`src/rtl/line_scan_ctrl.sv`:
```
// Bit-serial sequencer for a 25-bit line store: load, first read, 24-step MSB-first scan, done pulse.
// Optional `LINE_SCAN_PARITY_EN adds a running XOR of the sampled bits on output `parity`.
module line_scan_ctrl #(
  parameter int size    = 5,
  parameter int memsize = 25
) (
  input  logic               clk,
  input  logic               rst,
  input  logic               start,
  input  logic [memsize-1:0] line_in,
  input  logic               fill_in,
  input  logic               mem_out,
  output logic               ready,
  output logic               init,
  output logic [memsize-1:0] line,
  output logic [size-1:0]    index,
  output logic               read,
  output logic               write,
  output logic               firstread,
  output logic               val,
  output logic [memsize-1:0] result,
  output logic               done
`ifdef LINE_SCAN_PARITY_EN
  ,
  output logic               parity
`endif
);

  localparam logic [2:0] S_IDLE  = 3'd0;
  localparam logic [2:0] S_LOAD  = 3'd1;
  localparam logic [2:0] S_FIRST = 3'd2;
  localparam logic [2:0] S_SCAN  = 3'd3;
  localparam logic [2:0] S_DONE  = 3'd4;

  localparam logic [size-1:0] LAST_IDX = size'(memsize - 1);

  logic [2:0]      state;
  logic [size-1:0] bit_sel;
  logic            sample;

  // Store index k carries line bit (memsize-1-k); FIRST (index 0) fills the MSB.
  assign bit_sel = LAST_IDX - index;
  assign sample  = (state == S_FIRST) || (state == S_SCAN);

  // Strobes are pure state decodes, so none can follow mem_out combinationally.
  assign ready     = (state == S_IDLE);
  assign init      = (state == S_LOAD);
  assign firstread = (state == S_FIRST);
  assign read      = (state == S_SCAN);
  assign write     = (state == S_SCAN);
  assign done      = (state == S_DONE);

  always_ff @(posedge clk) begin
    if (rst) begin
      state  <= S_IDLE;
      index  <= '0;
      line   <= '0;
      val    <= 1'b0;
      result <= '0;
    end else begin
      case (state)
        S_IDLE: begin
          index <= '0;
          if (start) begin
            line   <= line_in;
            val    <= fill_in;
            result <= '0;
            state  <= S_LOAD;
          end
        end
        S_LOAD:  state <= S_FIRST;
        S_FIRST: begin
          index <= size'(1);
          state <= S_SCAN;
        end
        S_SCAN: begin
          if (index == LAST_IDX) begin
            index <= '0;
            state <= S_DONE;
          end else begin
            index <= index + size'(1);
          end
        end
        S_DONE:  state <= S_IDLE;
        default: state <= S_IDLE;
      endcase
      if (sample) result[bit_sel] <= mem_out;
    end
  end

`ifdef LINE_SCAN_PARITY_EN
  always_ff @(posedge clk) begin
    if (rst)                         parity <= 1'b0;
    else if (state == S_IDLE && start) parity <= 1'b0;
    else if (sample)                 parity <= parity ^ mem_out;
  end
`endif

endmodule
```
`config.mk`:
```
export PLATFORM = sky130hd
export DESIGN_NAME = line_scan_ctrl
export DESIGN_NICKNAME = d
export VERILOG_FILES = /design/src/rtl/line_scan_ctrl.sv
export SDC_FILE = /design/constraint.sdc
export NUM_CORES = 1
export LEC_CHECK = 0
export ABC_CLOCK_PERIOD_IN_PS = 3030
export BUFFER_PORTS_ARGS = -buffer_cell sky130_fd_sc_hd__buf_4
export CAP_MARGIN = 0
export CORE_MARGIN = 5
export CORE_UTILIZATION = 50
export CTS_CLUSTER_SIZE = 20
export DETAILED_ROUTE_END_ITERATION = 7
export GPL_TIMING_DRIVEN = 0
export PLACE_DENSITY = 0.83
export REMOVE_ABC_BUFFERS = 1
export SLEW_MARGIN = 20
export SYNTH_ARGS = -nofsm -noshare
export SYNTH_HDL_FRONTEND = slang
export SYNTH_SLANG_ARGS = --single-unit
```
`constraint.sdc`:
```
create_clock -name clk -period 3.03 [get_ports clk]
set_clock_uncertainty 0.1 [all_clocks]
set_input_delay 0.7575 -clock clk [delete_from_list [all_inputs] [get_ports clk]]
set_output_delay 0.7575 -clock clk [all_outputs]
set_load 0.01 [all_outputs]
```
# Yosys cells after proc, flatten, opt, wreduce, memory -nomap -nowiden
# Index checks and enable logic that the tools add are counted.
[word_totals] ff_bits=59 output_inout_bits=62 input_bits=30
[classes] reduce_logical=6 n_eq_ne=7 mux=12 addsub=2 order_cmp=2
[op_table] op="two-way mux 25 bit" n=4
[op_table] op="bitwise mux 25 bit" n=1
[op_table] op="one-hot mux 5 bit (3 select lines)" n=1
[op_table] op="one-hot mux 3 bit (4 select lines)" n=1
[op_table] op="equality test 3 x 2 -> 1 bit (second input constant)" n=2
[op_table] op="less-than comparator 5 x 6 -> 1 bit (second input constant)" n=1
[op_table] op="two-way mux 3 bit" n=2
[op_table] op="adder 5 x 1 -> 5 bit (second input constant)" n=1
[op_table] op="demux 1 bit (select 5 bit)" n=1
[op_table] op="equality test 5 bit (second input constant)" n=1
[op_table] op=">= comparator 5 x 1 -> 1 bit (second input constant)" n=1
[op_table] op="two-way mux 5 bit" n=1
[op_table] op="subtractor 5 bit (first input constant)" n=1
[op_table] op="AND reduction 2 bit" n=2
[op_table] op="equality test 3 x 1 -> 1 bit (second input constant)" n=1
[op_table] op="equality test 3 bit (second input constant)" n=1
[op_table] op="logical NOT 3 bit" n=1
[op_table] op="nonzero test 3 bit" n=1
[op_table] op="!= test 2 x 1 -> 1 bit (second input constant)" n=1
[op_table] op="!= test 2 bit (second input constant)" n=1
[op_table] op="logical AND 1 bit" n=1
[op_table] op="logical OR 1 bit" n=1
[op_table] op="two-way mux 1 bit" n=1

# Depth between registers and ports, before layout
# Gate-level depths: netlist of the first run.
[depth] ltp_word=7 ltp_mapped=9

# Least setup slack after synthesis of the first run
# Ideal clock, no wire load.
[synth_path] path_type="flip-flop to flip-flop" from="register index[0]" to="register result[21]" setup_ps=72 arrival_time_ps=2090 stages_incl_launch_ff=9 path_slack_ps=768 path_buffers=2 required_time_ps=2858 cell_sequence="dfxtp_1 clkbuf_1 inv_1 ha_1 clkbuf_1 nand2b_1 or4_4 a21oi_1 mux2i_1"
[synth_via] elab_chain_len=7
[synth_rtl] element="start: declaration" line_no="16" text="output logic [size-1:0] index,"
[synth_rtl] element="start signal: assignment" line_no="73" text="index <= size'(1);"
[synth_rtl] element="start signal: assignment" line_no="81" text="index <= index + size'(1);"
[synth_rtl] element="subtractor 5 bit *" line_no="42" text="assign bit_sel = LAST_IDX - index;"
[synth_rtl] element="less-than comparator 5 x 6 -> 1 bit (implied by the code) or >= comparator 5 x 1 -> 1 bit (tied branches)" line_no="87" text="if (sample) result[bit_sel] <= mem_out;"
[synth_rtl] element="logical AND 1 bit (implied by the code)" line_no="87"
[synth_rtl] element="two-way mux 1 bit (implied by the code)" line_no="87"
[synth_rtl] element="demux 1 bit (select 5 bit) *" line_no="87"
[synth_rtl] element="bitwise mux 25 bit *" line_no="87"
[synth_rtl] element="two-way mux 25 bit *" line_no="87"
[synth_rtl] element="end signal: indexed assignment" line_no="87"
[synth_rtl] element="end: declaration" line_no="21" text="output logic [memsize-1:0] result,"
# Every way passes the cells marked *; elsewhere a longest branch is shown, timed or not.
# A chain may end at the register's enable or synchronous reset.

# Worst setup path after layout of the first run
[layout_path] from="register index[0]" to="register result[19]"
# Same word-level chain as after synthesis.

==> impl_results.md, run 1 <==
* Status: finished clean
* Pleak at 1.46 nW
* Critical Path RT at 3140 ps
* DRT antenna net count at 0
* CP arrival at 2810 ps
* Crit. End Element: flip-flop
* Yosys cell types at 45
* Ys flop type: dfxtp_1
* Routed wire length at 6.94 mm
* Post-synth EDFFs at 0
* Final Hold Viols at 0
* CTS tree: yes
* Min-Delay Path Depth at 2
* RSZ-0062 raised after global routing: false
* Initial antenna violation count at 0
* Register bit total from synthesis at 59
* Max Slew Vio Count at 0
* Vias in the first global route at 2447
* Wire per inst at 14.3 microns
* Final #Nets at 444
* Setup CP Type: reg2reg
* Sequential cell area fraction in the yosys report at 43.2%
* Ys Warns at 0
* DP Worst Slack at 400 ps
* Reg clk slew, reported paths at 60 ps
* Most common cell after layout, fill and taps aside: buf_4
* Ports at 92
* Maxcap violations at 0
* Post-DP Area at 3410 sq um
* Proportion of layout cells with a drive suffix above 1 at 27.3%
* Global-route wire length before repair at 11.6 mm
* P&R area growth vs syn at 30.9%
* Die height at 83.9 microns
* DR DRC count at 0
* Die width at 83.9 microns
* I/O Buffers at 91
* Die area at 7040 sq um
* Mapped Cells at 334
* HP Start: line[9]
* ANT cells at 0
* Vias at 2578
* Core Rows at 27
* Post-CTS resize count at 0
* CTS Root Buffer Type: clkbuf_8
* Depth of the worst register-to-register path at 6
* TritonCTS Buffers at 9
* Gr ovfl total at 0
* Rel. slew slack at 40.6%
* Avg Inst Size Synth at 8.18 sq um
* All-layer global routing usage at 20.0%
* Final Cell Area at 3570 sq um
* Pre-antenna DRT Iters at 4
* Synth async-reset ratio at 0%
* Worst Max-Slew Pin Slew at 890 ps
* Worst setup margin at 335 ps
* CTS hold repair buffers at 0
* CTS sink count at 59
* Post-DP HPWL at 4.93 mm
* # setup viols final at 0
* Most frequent cells in the layout: buf_4, nand2_1, dfxtp_1, a21oi_1, mux2i_1
* DR iter-0 viols at 248
* Maximum clock rate at 371 MHz
* Worst-path maximum fanout at 16
* Worst R2R Start: index[0]
* Worst setup SP type: flip-flop
* PwrDens at 481 nW/um^2
* GPL Wtd Cong at 0.786
* Via density at 5.30
* Final Util at 66.1%
* Core Region at 5410 sq um
* Initial core utilization at 50.5%
* Fin crit period at 2690 ps
* Hold Path Class: reg2reg
* H-tree depth at 3
* Worst VDD drop at 0.000381 V
* CTS Buffer Depth at 2
* Largest net degree at the start of global routing at 39
* Clock Latency Late Sink at 320 ps
* Post-synthesis instance area at 2730 sq um
* Crit path launch: index[0]
* Setup Buffers After CTS at 0
* Final cycle utilization of the critical path at 88.9%
-- metal layers --
layer	up-vias	global-route usage, %	part of all wire (%)
met5	-	0	0
met4	0	8.33	1.5
met3	10	5.82	4.6
met2	67	32.6	49
met1	1179	24.5	44
li1	1322	-	-
-- logic make-up (layout without fill, tap and decap cells) --
| logic type | after synthesis | count (layout) | share of synthesized area (%) |
|---|---|---|---|
| simple gates | 141 | 141 | 24.8 |
| flops | 59 | 59 | 43.2 |
| mux | 17 | 17 | 6.23 |
| compound gates | 78 | 78 | 18.3 |
| xor+xnor | 2 | 2 | 0.641 |
| buf+inv | 33 | 113 | 4.90 |
| fa+ha+maj | 4 | 4 | 1.83 |
-- state kept, by name, indices dropped and copies added, names as in the netlist --
register,count
index,5
val,1
state,3
line,25
result,25
-- synth_stat cells (5+ instances only) --
cell       n  area, sq um
nand3_1    6         30.0
inv_1      5         18.8
o21ai_0   11         55.1
nand2_1   77          289
nand2b_1   9         56.3
dfxtp_1   59         1180
o211ai_1   5         37.5
a32o_1     6         60.1
mux2i_1   17          170
clkbuf_1  22         82.6
nor2_1    14         52.6
buf_2      5         25.0
nor3_1    10         50.1
a21oi_1   36          180
-- worst paths after layout --
path / slack (ps) / endpoint
worst max-delay path: 340 / result[19]
worst min register to register: 350 / line[9]
worst max register to register: 340 / result[19]
worst min-delay path: 350 / line[9]
-- report_power, final --
part | leakage, nW | switching [mW] | internal [mW] | total, mW
clock | 0.0860 | 0.284 | 0.311 | 0.594
combinational | 0.899 | 0.155 | 0.126 | 0.282
sequential | 0.479 | 0.0321 | 0.811 | 0.843
-- critical path, cell delays in order (launching register included) --
cell	delay (ps)
dfxtp_1	460
inv_1	200
ha_1	530
or3b_2	550
nor3_1	320
o21ai_0	160
a32o_1	270
-- metrics by stage --
step,cells,hold WS (ps),power (mW),setup TNS (ps)
after floorplan,306,374,0.998,0
after global placement,469,343,1.13,-5470
after detailed placement,471,347,1.14,0
after CTS,486,356,1.73,0
after global routing,486,369,1.82,0
final,486,353,1.72,0
-- final cells by class --
cell class	count	area, sq um
multi-input cells	242	1420
well taps	72	90.1
fillers	477	1830
repair buffers	93	706
clock inverters	3	15.0
flip-flops and latches	59	1180
clock buffers	12	145
inverters	5	18.8
Power figures use the tool's default switching activity.
==> inputs of run 2 (changes only) <==
CORE_ASPECT_RATIO = 2   (was default)
==> run 2 against run 1 <==
Against the previous run: sequential share of layout area hardly changed; fmax is 2.8% higher; worst hold slack hardly changed; largest cell class unchanged.
==> impl_results.md, run 2 (synthesis gave the netlist of run 1 again) <==
* Status: finished clean (unchanged)
* RSZ-0062 raised after global routing: false (unchanged)
* Initial core utilization at 50.8% (was 50.5%)
* GR peak layer: met2 (unchanged)
* Fin crit period at 2620 ps (was 2690 ps)
* Worst R2R Start: index[0] (unchanged)
* DRT antenna net count at 0 (unchanged)
* Core Rows at 38 (was 27)
* Proportion of layout cells with a drive suffix above 1 at 27.8% (was 27.3%)
* Maxcap violations at 0 (unchanged)
* CTS Root Buffer Type: clkbuf_8 (unchanged)
* DP Worst Slack at 464 ps (was 400 ps)
* Pre-antenna DRT Iters at 6 (was 4)
* Largest net degree at the start of global routing at 39 (unchanged)
* Fillers at 460 (was 477)
* CP arrival at 2740 ps (was 2810 ps)
* Initial antenna violation count at 0 (unchanged)
* Final Hold Viols at 0 (unchanged)
* Vias in the first global route at 2631 (was 2447)
* Post-DP HPWL at 5.18 mm (was 4.93 mm)
* Clock Latency Late Sink at 340 ps (was 320 ps)
* CP delay by family, top: simple AND/OR/NAND/NOR gates (unchanged)
* CP Buf/Inv Count at 1 (unchanged)
* Core Region at 5370 sq um (was 5410 sq um)
* Crit. End Element: flip-flop (unchanged)
* CTS tree: yes (unchanged)
* # setup viols final at 0 (unchanged)
* PwrDens at 496 nW/um^2 (was 481 nW/um^2)
* HP Start: line[8] (was line[9])
* Worst setup SP type: flip-flop (unchanged)
* Reg clk slew, reported paths at 70 ps (was 60 ps)
* Critical-path top delay cell: or3b_2 (unchanged)
* Final #Nets at 443 (was 444)
* Most frequent cells in the layout: buf_4, nand2_1, dfxtp_1, a21oi_1, mux2i_1 (unchanged)
* Via density at 5.66 (was 5.30)
* Global-route wire length before repair at 11.7 mm (was 11.6 mm)
* Die area at 7130 sq um (was 7040 sq um)
* Vias at 2684 (was 2578)
* Total power at 1.77 mW (was 1.72 mW)
* CTS sink count at 59 (unchanged)
* Post-CTS resize count at 0 (unchanged)
* Wire per inst at 14.8 microns (was 14.3 microns)
* Ports at 92 (unchanged)
* Rel. slew slack at 38.4% (was 40.6%)
* I/O Buffers at 91 (unchanged)
* Worst-path maximum fanout at 16 (unchanged)
* Gr ovfl total at 0 (unchanged)
* TritonCTS Buffers at 9 (unchanged)
* DR DRC count at 0 (unchanged)
* Hold Path Class: reg2reg (unchanged)
* M3 GR Usage at 8.45% (was 5.82%)
* Setup Buffers After CTS at 0 (unchanged)
* CTS hold repair buffers at 0 (unchanged)
* Die height at 115 microns (was 83.9 microns)
* Worst Max-Slew Pin Slew at 924 ps (was 890 ps)
* Critical Path RT at 3150 ps (was 3140 ps)
* H-tree depth at 3 (unchanged)
* ANT cells at 0 (unchanged)
* Final cycle utilization of the critical path at 86.5% (was 88.9%)
* GPL Wtd Cong at 0.873 (was 0.786)
* Most common cell after layout, fill and taps aside: buf_4 (unchanged)
* Worst setup margin at 408 ps (was 335 ps)
* Die width at 62.3 microns (was 83.9 microns)
* Worst VDD drop at 0.000463 V (was 0.000381 V)
* P&R area growth vs syn at 30.7% (was 30.9%)
* CP cell instances: inv_1 -> ha_1 -> or3b_2 -> a211oi_1 -> mux2i_1 -> nor2_1 (was inv_1 -> ha_1 -> or3b_2 -> nor3_1 -> o21ai_0 -> a32o_1)
* CP max stage delay at 550 ps (about the same)
* FF/Latch Area at 1180 sq um (unchanged)
* CTS Buffer Depth at 2 (unchanged)
* M2 GR Usage at 34.0% (was 32.6%)
* Routed wire length at 7.04 mm (was 6.94 mm)
* Multi-input gate area at 1420 sq um (unchanged)
* Pleak at 1.47 nW (was 1.46 nW)
* Met1 usage at 20.6% (was 24.5%)
* Setup CP Type: reg2reg (unchanged)
* DR iter-0 viols at 71 (was 248)
* Crit path launch: index[0] (unchanged)
* Maximum clock rate at 381 MHz (was 371 MHz)
* All-layer global routing usage at 20.1% (was 20.0%)
* Regs by FF count: line (25), result (25), index (5) (unchanged)
* Max Slew Vio Count at 0 (unchanged)
## run 2: layer usage
layer | share of wire [%] | vias to the layer above
met3 | 8.3 | 20
met4 | 3.2 | 0
met5 | 0 | -
met1 | 37 | 1249
met2 | 52 | 101
li1 | - | 1314
## run 2: area by class of cell
cell class,instances,area share [%]
multi-input combinational,242,39.7
clock inverter,5,0.771
sequential,59,33.1
clock buffer,11,4.24
timing repair buffer,92,19.6
inverter,5,0.526
tap,60,2.10
## run 2: worst reg2reg max path: cells and delay by family, from the launching register on
kind	cells	cell delay (ps)
simple gates	2	600
fa+ha+maj	1	530
flops	1	450
compound gates	1	390
mux	1	240
buf+inv	1	190
## run 2: worst paths after layout
kind	endpoint	slack [ps]	cells past startpoint
worst min register to register	line[8]	350	2
worst min-delay path	line[8]	350	2
worst max-delay path	result[24]	410	6
worst max register to register	result[24]	410	6
## run 2: report_power, final
| group | total (mW) | internal [mW] | switching [mW] | leakage (nW) |
|---|---|---|---|---|
| clock | 0.649 | 0.335 | 0.314 | 0.0949 |
| sequential | 0.842 | 0.811 | 0.0319 | 0.479 |
| combinational | 0.279 | 0.124 | 0.155 | 0.894 |
| total | 1.77 | 1.27 | 0.501 | 1.47 |
## run 2: metrics by stage
step / hold WS [ps] / area, sq um / instances / utilization, % / TNS (ps)
5_1_grt: 370 / 3570 / 474 / 66.5 / 0
3_5_place_dp: 347 / 3390 / 458 / 63.1 / 0
4_1_cts: 355 / 3570 / 474 / 66.5 / 0
6_report: 352 / 3570 / 474 / 66.5 / 0
2_1_floorplan: 374 / 2620 / 306 / - / 0
3_3_place_gp: 343 / 3370 / 457 / 62.8 / -5290
